`src/rtl/rv32_pkg.sv`:
```
// Shared RV32 definitions for the fetch queue and the opcode decoder (ctl).
// Holds word size, NOP encoding, major opcode constants, fetch FSM state and queue entry layout.
package rv32_pkg;

  localparam int XLEN = 32;

  localparam logic [XLEN-1:0] NOP = 32'h0000_0013;  // addi x0, x0, 0

  localparam logic [6:0] OPC_LOAD     = 7'b000_0011;
  localparam logic [6:0] OPC_MISC_MEM = 7'b000_1111;
  localparam logic [6:0] OPC_OP_IMM   = 7'b001_0011;
  localparam logic [6:0] OPC_AUIPC    = 7'b001_0111;
  localparam logic [6:0] OPC_STORE    = 7'b010_0011;
  localparam logic [6:0] OPC_OP       = 7'b011_0011;
  localparam logic [6:0] OPC_LUI      = 7'b011_0111;
  localparam logic [6:0] OPC_BRANCH   = 7'b110_0011;
  localparam logic [6:0] OPC_JALR     = 7'b110_0111;
  localparam logic [6:0] OPC_JAL      = 7'b110_1111;
  localparam logic [6:0] OPC_SYSTEM   = 7'b111_0011;

  typedef enum logic {
    RUN  = 1'b0,
    HALT = 1'b1
  } fetch_state_t;

  typedef struct packed {
    logic [XLEN-1:0] pc;
    logic [XLEN-1:0] instr;
  } fetch_entry_t;

  // Sequential PC step; wraps naturally at 2^32.
  function automatic logic [XLEN-1:0] next_pc(input logic [XLEN-1:0] pc);
    return pc + XLEN'(4);
  endfunction

endpackage

```
`src/rtl/fetch_fifo.sv`:
```
// Synchronous FIFO holding fetched {pc, instr} entries; head is read straight from storage
// registers so nothing combinational reaches the consumer from the push side.
module fetch_fifo #(
  parameter int WIDTH = 64,
  parameter int DEPTH = 4,
  localparam int AW = $clog2(DEPTH),
  localparam int CW = $clog2(DEPTH + 1)
) (
  input  logic             clk,
  input  logic             rst,
  input  logic             push,
  input  logic [WIDTH-1:0] push_data,
  input  logic             pop,
  input  logic             flush,
  output logic [CW-1:0]    count,
  output logic             head_valid,
  output logic [WIDTH-1:0] head
);

  logic [WIDTH-1:0] mem [DEPTH];
  logic [AW-1:0]    rd_ptr;
  logic [AW-1:0]    wr_ptr;
  logic             do_push;
  logic             do_pop;

  assign head_valid = (count != '0);
  assign do_pop     = pop && head_valid;
  // A push into a full queue is legal only when the head leaves in the same cycle.
  assign do_push    = push && ((count != CW'(DEPTH)) || do_pop);

  // NOTE: storage is deliberately not reset; the head is masked to zero while empty,
  // so stale words can never be observed and the array stays plain flops/RAM.
  always_ff @(posedge clk) begin
    if (do_push) begin
      mem[wr_ptr] <= push_data;
    end
  end

  // NOTE: all state below uses non-blocking assignments so every register samples
  // the pre-edge values, independent of statement order.
  always_ff @(posedge clk) begin
    if (rst || flush) begin
      rd_ptr <= '0;
      wr_ptr <= '0;
      count  <= '0;
    end else begin
      if (do_push) begin
        wr_ptr <= wr_ptr + 1'b1;
      end
      if (do_pop) begin
        rd_ptr <= rd_ptr + 1'b1;
      end
      count <= count + CW'(do_push) - CW'(do_pop);
    end
  end

  assign head = head_valid ? mem[rd_ptr] : '0;

endmodule

```
`src/rtl/instr_fetch_queue.sv`:
```
// Instruction fetch front end: issues word fetches under a credit limit, queues in-order responses
// with their PC for decode, and flushes/refetches on redirect. Optional FETCH_MISALIGN_CHECK_EN adds HALT.
module instr_fetch_queue
  import rv32_pkg::*;
#(
  parameter int              DEPTH    = 4,
  parameter logic [XLEN-1:0] RESET_PC = 32'h0000_0000
) (
  input  logic            clk,
  input  logic            rst,
  output logic            imem_req_valid,
  output logic [XLEN-1:0] imem_req_addr,
  input  logic            imem_req_ready,
  input  logic            imem_rsp_valid,
  input  logic [XLEN-1:0] imem_rsp_data,
  input  logic            redirect_valid,
  input  logic [XLEN-1:0] redirect_pc,
  output logic            if_valid,
  input  logic            if_ready,
  output logic [XLEN-1:0] if_instr,
  output logic [XLEN-1:0] if_pc,
  output logic            if_exc
);

  localparam int CW = $clog2(DEPTH + 1);

  fetch_state_t    state;
  logic [XLEN-1:0] fetch_pc;
  logic [XLEN-1:0] rsp_pc;
  logic [CW-1:0]   outstanding;
  logic [CW-1:0]   outstanding_next;
  logic [CW-1:0]   drop_cnt;
  logic [CW-1:0]   fifo_count;
  logic [CW:0]     in_flight;
  logic            credit_ok;
  logic            accept;
  logic            push;
  logic            pop;
  logic            head_valid;
  fetch_entry_t    push_entry;
  fetch_entry_t    head_entry;
  logic [XLEN-1:0] redir_pc;
  logic            redir_misaligned;

`ifdef FETCH_MISALIGN_CHECK_EN
  assign redir_pc         = redirect_pc;
  assign redir_misaligned = (redirect_pc[1:0] != 2'b00);
`else
  assign redir_pc         = {redirect_pc[XLEN-1:2], 2'b00};
  assign redir_misaligned = 1'b0;
  logic unused_redirect_lsbs;
  assign unused_redirect_lsbs = ^redirect_pc[1:0];
`endif

  // Every queued entry plus every in-flight request holds one slot, so a response can always be pushed.
  assign in_flight = {1'b0, fifo_count} + {1'b0, outstanding};
  assign credit_ok = (in_flight < (CW + 1)'(DEPTH));

  assign imem_req_valid = !rst && (state == RUN) && !redirect_valid && credit_ok;
  assign imem_req_addr  = fetch_pc;
  assign accept         = imem_req_valid && imem_req_ready;

  assign outstanding_next = outstanding + CW'(accept) - CW'(imem_rsp_valid);

  // Responses in a redirect cycle belong to the old stream and never enter the queue.
  assign push       = imem_rsp_valid && !redirect_valid && (drop_cnt == '0) && (state == RUN);
  assign pop        = if_ready && (state == RUN);
  assign push_entry = '{pc: rsp_pc, instr: imem_rsp_data};

  fetch_fifo #(
    .WIDTH($bits(fetch_entry_t)),
    .DEPTH(DEPTH)
  ) u_fifo (
    .clk       (clk),
    .rst       (rst),
    .push      (push),
    .push_data (push_entry),
    .pop       (pop),
    .flush     (redirect_valid),
    .count     (fifo_count),
    .head_valid(head_valid),
    .head      (head_entry)
  );

  always_ff @(posedge clk) begin
    if (rst) begin
      state       <= RUN;
      fetch_pc    <= RESET_PC;
      rsp_pc      <= RESET_PC;
      outstanding <= '0;
      drop_cnt    <= '0;
    end else begin
      outstanding <= outstanding_next;
      if (redirect_valid) begin
        fetch_pc <= redir_pc;
        rsp_pc   <= redir_pc;
        drop_cnt <= outstanding_next;
        state    <= redir_misaligned ? HALT : RUN;
      end else begin
        if (accept) begin
          fetch_pc <= next_pc(fetch_pc);
        end
        if (push) begin
          rsp_pc <= next_pc(rsp_pc);
        end
        if (imem_rsp_valid && (drop_cnt != '0)) begin
          drop_cnt <= drop_cnt - 1'b1;
        end
      end
    end
  end

`ifdef FETCH_MISALIGN_CHECK_EN
  // In HALT the queue is empty and a fixed marker stands in for the head; fetch_pc holds the faulting PC.
  assign if_valid = (state == HALT) || head_valid;
  assign if_pc    = (state == HALT) ? fetch_pc : head_entry.pc;
  assign if_instr = (state == HALT) ? NOP : head_entry.instr;
  assign if_exc   = (state == HALT);
`else
  assign if_valid = head_valid;
  assign if_pc    = head_entry.pc;
  assign if_instr = head_entry.instr;
  assign if_exc   = 1'b0;
`endif

endmodule
```
`config.mk`:
```
export PLATFORM = sky130hd
export DESIGN_NAME = instr_fetch_queue
export DESIGN_NICKNAME = d
export VERILOG_FILES = /design/src/rtl/rv32_pkg.sv /design/src/rtl/fetch_fifo.sv /design/src/rtl/instr_fetch_queue.sv
export SDC_FILE = /design/constraint.sdc
export NUM_CORES = 1
export LEC_CHECK = 0
export CORE_ASPECT_RATIO = 0.6
export CORE_MARGIN = 3
export CORE_UTILIZATION = 50
export DETAILED_ROUTE_END_ITERATION = 8
export PLACE_DENSITY = 0.84
export SYNTH_ARGS = -nofsm -noshare
export SYNTH_HDL_FRONTEND = slang
export SYNTH_SLANG_ARGS = --single-unit
```
`constraint.sdc`:
```
create_clock -name clk -period 3.7 [get_ports clk]
set_input_delay 0.925 -clock clk [delete_from_list [all_inputs] [get_ports clk]]
set_output_delay 0.925 -clock clk [all_outputs]
set_load 0.005 [all_outputs]
```
# Word-level counts from Yosys, hierarchy flattened
# Memory sizes are Yosys's and may differ from the RTL's. A register that Yosys moved wholly into a read port is not among the register bits.
# Cells that the tools add are included.
# totals
in_bits,70
word_cells,52
reg_bits,77
mem_bits_rw,256
memories,1
output_inout_bits,99
# classes
n_lt_le_gt_ge,1
add_sub_neg,10
n_eq_ne,1
n_reduce_logical,19
muxes,11
# mem_list
name,words,width,rd,rd_ports_with_merged_regs,wr,line_no,source
u_fifo.mem,4,64,1,1,1,fetch_fifo.sv:20,logic [WIDTH-1:0] mem [DEPTH];
# ops
cell,n
$mux 32,4
$add 32x3->32 const B,2
$mux 64,1
$logic_and 1x1->1,8
$add 3x1->3,2
$mux 3,2
$reduce_bool 2->1,3
$reduce_bool 3->1,2
$sub 3x1->3,2
$add 2x1->2 const B,2
$add 3x3->4,1
$lt 4x3->1 const B,1
$mux 2,2
$logic_not 3->1,1
$ne 3x3->1 const B,1
$sub 3x1->3 const B,1
$logic_not 1->1,2
$logic_or 1x1->1,2
$mux 1,2
$reduce_or 2->1,1

# Logic depth before layout (Yosys ltp)
# Gate-level depths: netlist (run 1).
# logic_depth
word_depth,7
depth_mapped,14
mapped_depth_nobuf,12

# Hierarchy
# Synthesis (run 1) repeated with hierarchy kept, for this count alone.
# hier_totals
cells_unflattened,917
hier_area_um2,13892.1
# by_module_without_submodules
mod,n_inst,area_each_um2,seq_area_each_um2,cells_per_inst
fetch_fifo,1,10156.0,7867.5,454
instr_fetch_queue,1,3736.1,1321.3,463

# Worst setup path after synthesis (run 1)
# OpenSTA, ideal clock, no wires.
# synth_path
path_kind,input -> register
from,input port imem_rsp_valid
to,memory u_fifo.mem[1][0] (enable)
n_path_buf,2
setup_time_ns,0.426
stages,5
t_arrival_ns,3.125
required_ns,3.274
slack_ns,0.149
cell_sequence,and3b_1 > clkbuf_1 > and3_1 > clkbuf_1 > and2_1
# synth_between
elab_chain_len,5
# synth_rtl
item,line_no,source
start: declaration,instr_fetch_queue.sv:14,"input logic imem_rsp_valid,"
$logic_and 1x1->1 (2 in a row),instr_fetch_queue.sv:66,assign push = imem_rsp_valid && !redirect_valid && (drop_cnt == '0) && (state == RUN);
$logic_and 1x1->1,fetch_fifo.sv:29,assign do_push = push && ((count != CW'(DEPTH)) || do_pop);
named net u_fifo.do_push,fetch_fifo.sv:23,logic do_push;
$mux 1,fetch_fifo.sv:34,if (do_push) begin
$mux 1 (implied by the code),fetch_fifo.sv:35,mem[wr_ptr] <= push_data;
end: declaration,fetch_fifo.sv:20,
# The timed path passes the listed nets, and every way through them passes these cells.

# Final worst setup path (run 1)
# layout_path
from,register u_fifo.count[0]
to,output port if_instr[5]
# layout_between
elab_chain_len,2
# layout_rtl
item,line_no,source
start: declaration,fetch_fifo.sv:15,"output logic [CW-1:0] count,"
start signal: assignment,fetch_fifo.sv:53,count <= count + CW'(do_push) - CW'(do_pop);
$reduce_bool 3->1,fetch_fifo.sv:26,assign head_valid = (count != '0);
$mux 64,fetch_fifo.sv:57,assign head = head_valid ? mem[rd_ptr] : '0;
end: declaration,instr_fetch_queue.sv:20,"output logic [XLEN-1:0] if_instr,"
# No other way between the ends.

==> metrics.yaml, run 1 <==
outcome:
  outcome: "complete, no violations"
grt:
  grt_remaining_overflow: 0
  grt_max_degree: 66
  antenna_found_initial: 0
  grt_pass1_wl_microns: 45080
  grt_pass1_vias: 7907
  grt.total_usage_pct: 19.80
clock_network:
  cts_tree: "built"
  clock_latency_ns: 0.55
  htree_levels: 1
  clk_pin_slew_ns: 0.07
  root_buffer: "clkbuf_16"
  cts_buffers: 29
  cts_resized: 0
  cts_sinks: 323
  clk_path_buf_depth: 3
hold_path:
  hp-start: "imem_req_addr[3]"
  whs_path_depth: 2
  hold_class: "flop to flop"
power:
  p_leak_nw: 5.417
  ir_drop_uv: 309.4
  powerDensity_nw_per_um2: 500.1
sta:
  slew_violations: 0
  min_period_ns: 3.540
  setup_tns_ns: 0
  slew_headroom_pct: 36.92
  rsz0062_at_grt: "false"
  fin_skew_ns: 0.01823
  worst_pin_slew_ns: 0.9461
  period_share_pct: 95.67
  hold_violations: 0
  clock.fmax_mhz: 282.5
  finalSetupViolations: 0
yosys:
  synth_seq_cells: 323
  yosysSeqAreaShare_pct: 66.23
  synth_edf_count: 248
  synth.distinct_cells: 56
  syn_inst: 898
  postSynth.asyncResetShare_pct: 0
  ys_warn_count: 0
  syn_area_sq_um: 13510
  synth_flop_cell: "edfxtp_1"
  synth_area_per_cell_sq_um: 15.05
detailed_routing:
  num_vias: 8054
  routed_wl_microns: 29070
  avgViaCountPerCell: 5.624
  ant_nets: 0
  drtIter0Drc: 580
  drc: 0
  wire_per_inst_microns: 20.30
  dr.pass1.iters: 5
placed_design:
  dpl_cell_area_sq_um: 15570
  dpl.hpwl_microns: 18740
  gp_congestion: 0.8225
  dp.cells: 1379
  port_buffers: 161
cells_and_area:
  fill_cells: 1850
  final_cells: 1432
  finalInstanceArea_sq_um: 16580
  drive_gt1_share_pct: 13.89
  fin_nets: 1145
  diodes: 0
  area_delta_synth_final_pct: 22.72
worst_setup_path:
  crit_fanout: 64
  r2r_cells: 9
  required_ns: 2.77
  rr_startpoint: "u_fifo.count[0]"
  crit_type: "flop to output pin"
  cp-start-kind: "flop"
  cp-end-kind: "output pin"
  crit_arrival_ns: 2.61
  crit_start: "u_fifo.count[0]"
run:
  cap_violations: 0
floorplanning:
  die_w_microns: 218.2
  io_pins: 169
  core_sq_um: 25900
  start_util_pct: 52.17
  rows: 45
  die_h_microns: 133.3
  fp.dieArea_sq_um: 29100
## flip-flops by register name (all words and copies together), names as in the netlist, named ones only
register and cells:
outstanding 3, u_fifo.wr_ptr 2, u_fifo.mem 248, u_fifo.rd_ptr 2, u_fifo.count 3, rsp_pc 30
imem_req_addr 30, drop_cnt 3
## worst paths after layout
kind                            slack (ns)               end
worst max-delay path                  0.16       if_instr[5]
worst min-delay path                  0.52  imem_req_addr[3]
worst max register to register        0.73   u_fifo.count[2]
worst min register to register        0.52  imem_req_addr[3]
## power breakdown
group	internal (mW)	switching, mW	leakage [nW]
Combinational	0.545	0.440	2.04
Clock	1.80	1.29	0.491
Sequential	4.08	0.131	2.88
## synth_stat cells (all sizes together) (2+ instances only)
| cell type | n | share of area, % |
|---|---|---|
| mux2i | 2 | 0.15 |
| xor2 | 11 | 0.71 |
| inv | 30 | 0.83 |
| a211oi | 13 | 0.72 |
| o21a | 4 | 0.22 |
| nor4 | 10 | 0.73 |
| o21bai | 2 | 0.11 |
| nand3 | 24 | 0.96 |
| and3 | 10 | 0.46 |
| clkbuf | 30 | 0.84 |
| or3 | 11 | 0.51 |
| nor2b | 2 | 0.093 |
| ha | 14 | 1.3 |
| and2 | 73 | 3.4 |
| a21boi | 17 | 0.94 |
| o211ai | 9 | 0.50 |
| nor4b | 2 | 0.13 |
| o21ai | 9 | 0.33 |
| a21oi | 26 | 0.96 |
| nand4 | 20 | 1.1 |
| buf | 25 | 0.95 |
| nand2 | 48 | 1.3 |
| dfxtp | 75 | 11 |
| nor3 | 10 | 0.37 |
| a41oi | 2 | 0.13 |
| nor2 | 35 | 0.99 |
| xnor2 | 37 | 2.4 |
| a31oi | 13 | 0.60 |
| or4 | 3 | 0.17 |
| mux2 | 2 | 0.17 |
| mux4 | 62 | 10 |
| edfxtp | 248 | 55 |
| and4 | 4 | 0.26 |
| fa | 2 | 0.30 |
| a2bb2oi | 2 | 0.13 |
## cell families after synthesis
group                      Yosys count  synth area share, %
adders and majority gates           16                1.593
DFF                                323                66.23
xor gates and xnor gates            48                3.111
muxes                               66                10.65
other                                1              0.02775
AOI/OAI and AO/OA                  102                4.982
buffers and inverters               85                2.630
and+or+nand+nor                    257                10.78
## placed cells by master, fill, tap and decap left out, types with 5 or more instances in the layout
cell	instances
clkbuf_16	29
nor2_1	34
a31oi_1	13
o21ai_0	9
inv_1	29
and3_1	10
and2_1	69
xor2_1	11
mux4_2	62
a21oi_1	26
clkinv_2	10
buf_12	7
xnor2_1	37
ha_1	14
nand2_1	48
nor4_1	7
conb_1	5
nand3_1	22
dfxtp_1	73
nand4_1	18
nor3_1	10
a211oi_1	13
edfxtp_1	248
bufinv_16	5
buf_4	12
a21boi_0	17
o211ai_1	9
clkdlybuf4s50_1	160
or3_1	10
## stage by stage
stage	worst slack [ns]	power (mW)	hold slack (ns)	utilization [%]
3_3_place_gp	0.4108	5.241	0.4970	60.13
4_1_cts	0.04732	8.354	0.5228	63.92
5_1_grt	0.001257	8.612	0.5553	64.02
2_1_floorplan	0.1490	4.768	0.4809	-
3_5_place_dp	0.3227	5.275	0.5125	60.13
6_report	0.1602	8.292	0.5222	64.02
## area by class of cell
type / count / area [sq um] / area share, %
clock inverter: 21 / 239.0 / 1.441
sequential: 323 / 8954 / 54.00
inverter: 30 / 112.6 / 0.6791
clock buffer: 31 / 743.2 / 4.482
tap: 352 / 440.4 / 2.656
multi-input combinational: 494 / 4229 / 25.50
timing repair buffer: 181 / 1864 / 11.24
## worst max-delay path, cell delays in order (launching register included)
cell and delay, ns:
dfxtp_1 0.34, or3_2 0.88, and2_1 0.34, clkdlybuf4s50_1 0.45
## metal layers
metal  routed length, microns  up-vias  track usage (%)
met2                    12560      356            28.92
met1                    13440     3934            30.53
met5                        0        -                0
met3                     2650       33            5.220
met4                      415        0            3.257
li1                         -     3731                -
## timing repair
item | CTS | global route
endpoints found under the setup margin | 0 | 7
buffers inserted | 0 | 1
hold endpoints to repair | 0 | 0
hold buffers | 0 | 0
(Power assumes the default switching activity.)
==> run 2, diff against run 1 <==
- CORE_UTILIZATION: 50 -> 60
- PLACE_DENSITY: 0.84 -> 0.93
- clock period: 3.7 -> 4.31 ns (I/O delays scaled with it)
==> metrics.yaml, run 2 (synthesis results as in run 1) <==
cells_and_area:
  layout_common_cells: "edfxtp_1, clkdlybuf4s50_1, dfxtp_1"
  fin_nets: 1142  # -0.26%
  diodes: 0  # unchanged
  final_common_cell: "edfxtp_1"
  largest_register_ffs: 248  # unchanged
  finalInstanceArea_sq_um: 16390  # -1.2%
  largest_register: "u_fifo.mem"
  area_delta_synth_final_pct: 21.27
  fill_cells: 1267  # -32%
  regArea_sq_um: 8954  # unchanged
  final_cells: 1357  # -5.2%
  drive_gt1_share_pct: 12.99  # -0.90 points
  multi_input_comb_area_sq_um: 4229  # unchanged
floorplanning:
  io_pins: 169  # unchanged
  fp.dieArea_sq_um: 24420  # -16%
  core_sq_um: 21550  # -17%
  start_util_pct: 62.71  # +11 points
  rows: 41  # -8.9%
  die_h_microns: 122.2  # -8.3%
  die_w_microns: 199.7  # -8.5%
sta:
  min_period_ns: 3.810
  period_share_pct: 88.39
  rsz0062_at_grt: "false"
  slew_violations: 0  # unchanged
  setup_tns_ns: 0  # unchanged
  finalSetupViolations: 0  # unchanged
  hold_violations: 0  # unchanged
  fin_skew_ns: 0.009232  # -0.008997 ns
  holdWs_ns: 0.5271  # +0.004883 ns
  worst_pin_slew_ns: 1.041  # +0.09455 ns
  slew_headroom_pct: 30.62  # -6.3 points
  clock.fmax_mhz: 262.5
grt:
  grt_max_degree: 66  # unchanged
  grt_pass1_vias: 8343  # +5.5%
  grt_pass1_wl_microns: 47570  # +5.5%
  met1_usage_pct: 37.01  # +6.5 points
  grt.total_usage_pct: 25.29  # +5.5 points
  use_met2_pct: 41.35  # +12 points
  grtUsageMet3_pct: 4.170  # -1.0 points
  antenna_found_initial: 0  # unchanged
  grt_remaining_overflow: 0  # unchanged
  grt-busiest-layer: "met2"
power:
  seqPwrFrac_pct: 52.2  # +1.4 points
  ir_drop_uv: 313.3  # +1.3%
  switching_share_pct: 22.83  # +0.36 points
  power_mw: 6.924  # -16%
  power_frac_comb_pct: 12.3  # +0.4 points
  p_switching_mw: 1.581  # -15%
  powerDensity_nw_per_um2: 422.6  # -15%
  p_leak_nw: 5.356  # -1.1%
  pwr-share-clk_pct: 35.4  # -1.9 points
  cell_internal_pwr_mw: 5.344  # -17%
placed_design:
  port_buffers: 161  # unchanged
  dpl_cell_area_sq_um: 15490  # -0.55%
  gp_congestion: 0.8737  # +6.2%
  dp.cells: 1305  # -5.4%
  dpl.hpwl_microns: 19560  # +4.4%
clock_network:
  post_cts_buffers: 0  # unchanged
  cts_hold_buf: 0  # unchanged
  cts_sinks: 323  # unchanged
  clk_path_buf_depth: 3  # unchanged
  htree_levels: 1  # unchanged
  cts_resized: 0  # unchanged
  clock_latency_ns: 0.53  # -0.02 ns
  clk_pin_slew_ns: 0.07  # about the same
  root_buffer: "clkbuf_16"
  cts_tree: "built"
  cts_buffers: 28  # -3.4%
worst_setup_path:
  crit_fanout: 23  # -64%
  r2r_cells: 9  # unchanged
  crit_type: "flop to output pin"
  rrSetupSlack_ns: 1.30  # +0.57 ns
  slowest_stage: "dfxtp_4"
  path_cells: "buf_4 > mux4_2 > and2_1 > clkdlybuf4s50_1"
  crit_arrival_ns: 2.73  # +0.12 ns
  slowest_delay_ns: 0.64  # -0.24 ns
  cp-end-kind: "output pin"
  required_ns: 3.23  # +0.46 ns
  rr_endpoint: "u_fifo.count[2]"
  rr_startpoint: "u_fifo.count[0]"
  cp-start-kind: "flop"
detailed_routing:
  wire_per_inst_microns: 22.55  # +11%
  ant_nets: 0  # unchanged
  avgViaCountPerCell: 6.244  # +11%
  drc: 0  # unchanged
  routed_wl_microns: 30610  # +5.3%
  drtIter0Drc: 861  # +48%
  dr.pass1.iters: 5  # unchanged
  num_vias: 8473  # +5.2%
hold_path:
  min_to: "imem_req_addr[18]"
  hp-start: "imem_req_addr[18]"
  hold_class: "flop to flop"
  whs_path_depth: 2  # unchanged
outcome:
  outcome: "complete, no violations"
run:
  cap_violations: 0  # unchanged
run 2: changes by cell type in the layout (fill, tap and decap cells not counted), sizes merged:
cell / before / now
clkbuf: 31 / 38
buf: 21 / 19
clkinv: 13 / 14
bufinv: 5 / 1
clkinvlp: 1 / 0
inv: 32 / 29
run 2: cell type report:
class	count	area share (%)
Sequential cell	323	54.64
Tap cell	279	2.130
Multi-Input combinational cell	494	25.81
Timing Repair Buffer	179	11.24
Clock inverter	14	0.5345
Inverter	30	0.6872
Clock buffer	38	4.956
run 2: worst max-delay path by stage:
stage | cells after the start | start | end
6_report | 4 | flop | if_instr[18]
5_1_grt | 4 | flop | if_instr[17]
4_1_cts | 4 | flop | if_instr[15]
3_5_place_dp | 12 | redirect_valid | drop_cnt[2]
3_3_place_gp | 12 | redirect_valid | drop_cnt[2]
2_1_floorplan | 5 | imem_rsp_valid | u_fifo.mem[1][0]
run 2: worst max-delay path, delay by kind of cell, from the launching register on:
family                 cells  cell delay (ns)
DFF                        1             0.64
muxes                      1             0.56
and+or+nand+nor            1             0.19
buffers and inverters      2             0.79
run 2: power by group through the flow:
| stage | Combinational, mW | Clock, mW | Sequential [mW] |
|---|---|---|---|
| after global placement | 0.822 | 0 | 3.67 |
| after global routing | 0.930 | 2.60 | 3.63 |
| final | 0.854 | 2.45 | 3.62 |
| after detailed placement | 0.850 | 0 | 3.68 |
| after CTS | 0.862 | 2.48 | 3.61 |
| after floorplan | 0.450 | 0 | 3.64 |
run 2: through the flow:
step | utilization, % | setup WS [ns]
3_3_place_gp | 71.88 | 0.6949
2_1_floorplan | - | 0.6065
6_report | 76.05 | 0.5002
3_5_place_dp | 71.88 | 0.6486
5_1_grt | 76.05 | 0.3591
4_1_cts | 76.05 | 0.4417
run 2: layer usage:
| metal | vias to the layer above | wire, microns |
|---|---|---|
| met4 | 0 | 566 |
| met3 | 58 | 2290 |
| li1 | 3722 | - |
| met2 | 396 | 14870 |
| met5 | - | 0 |
| met1 | 4297 | 12880 |
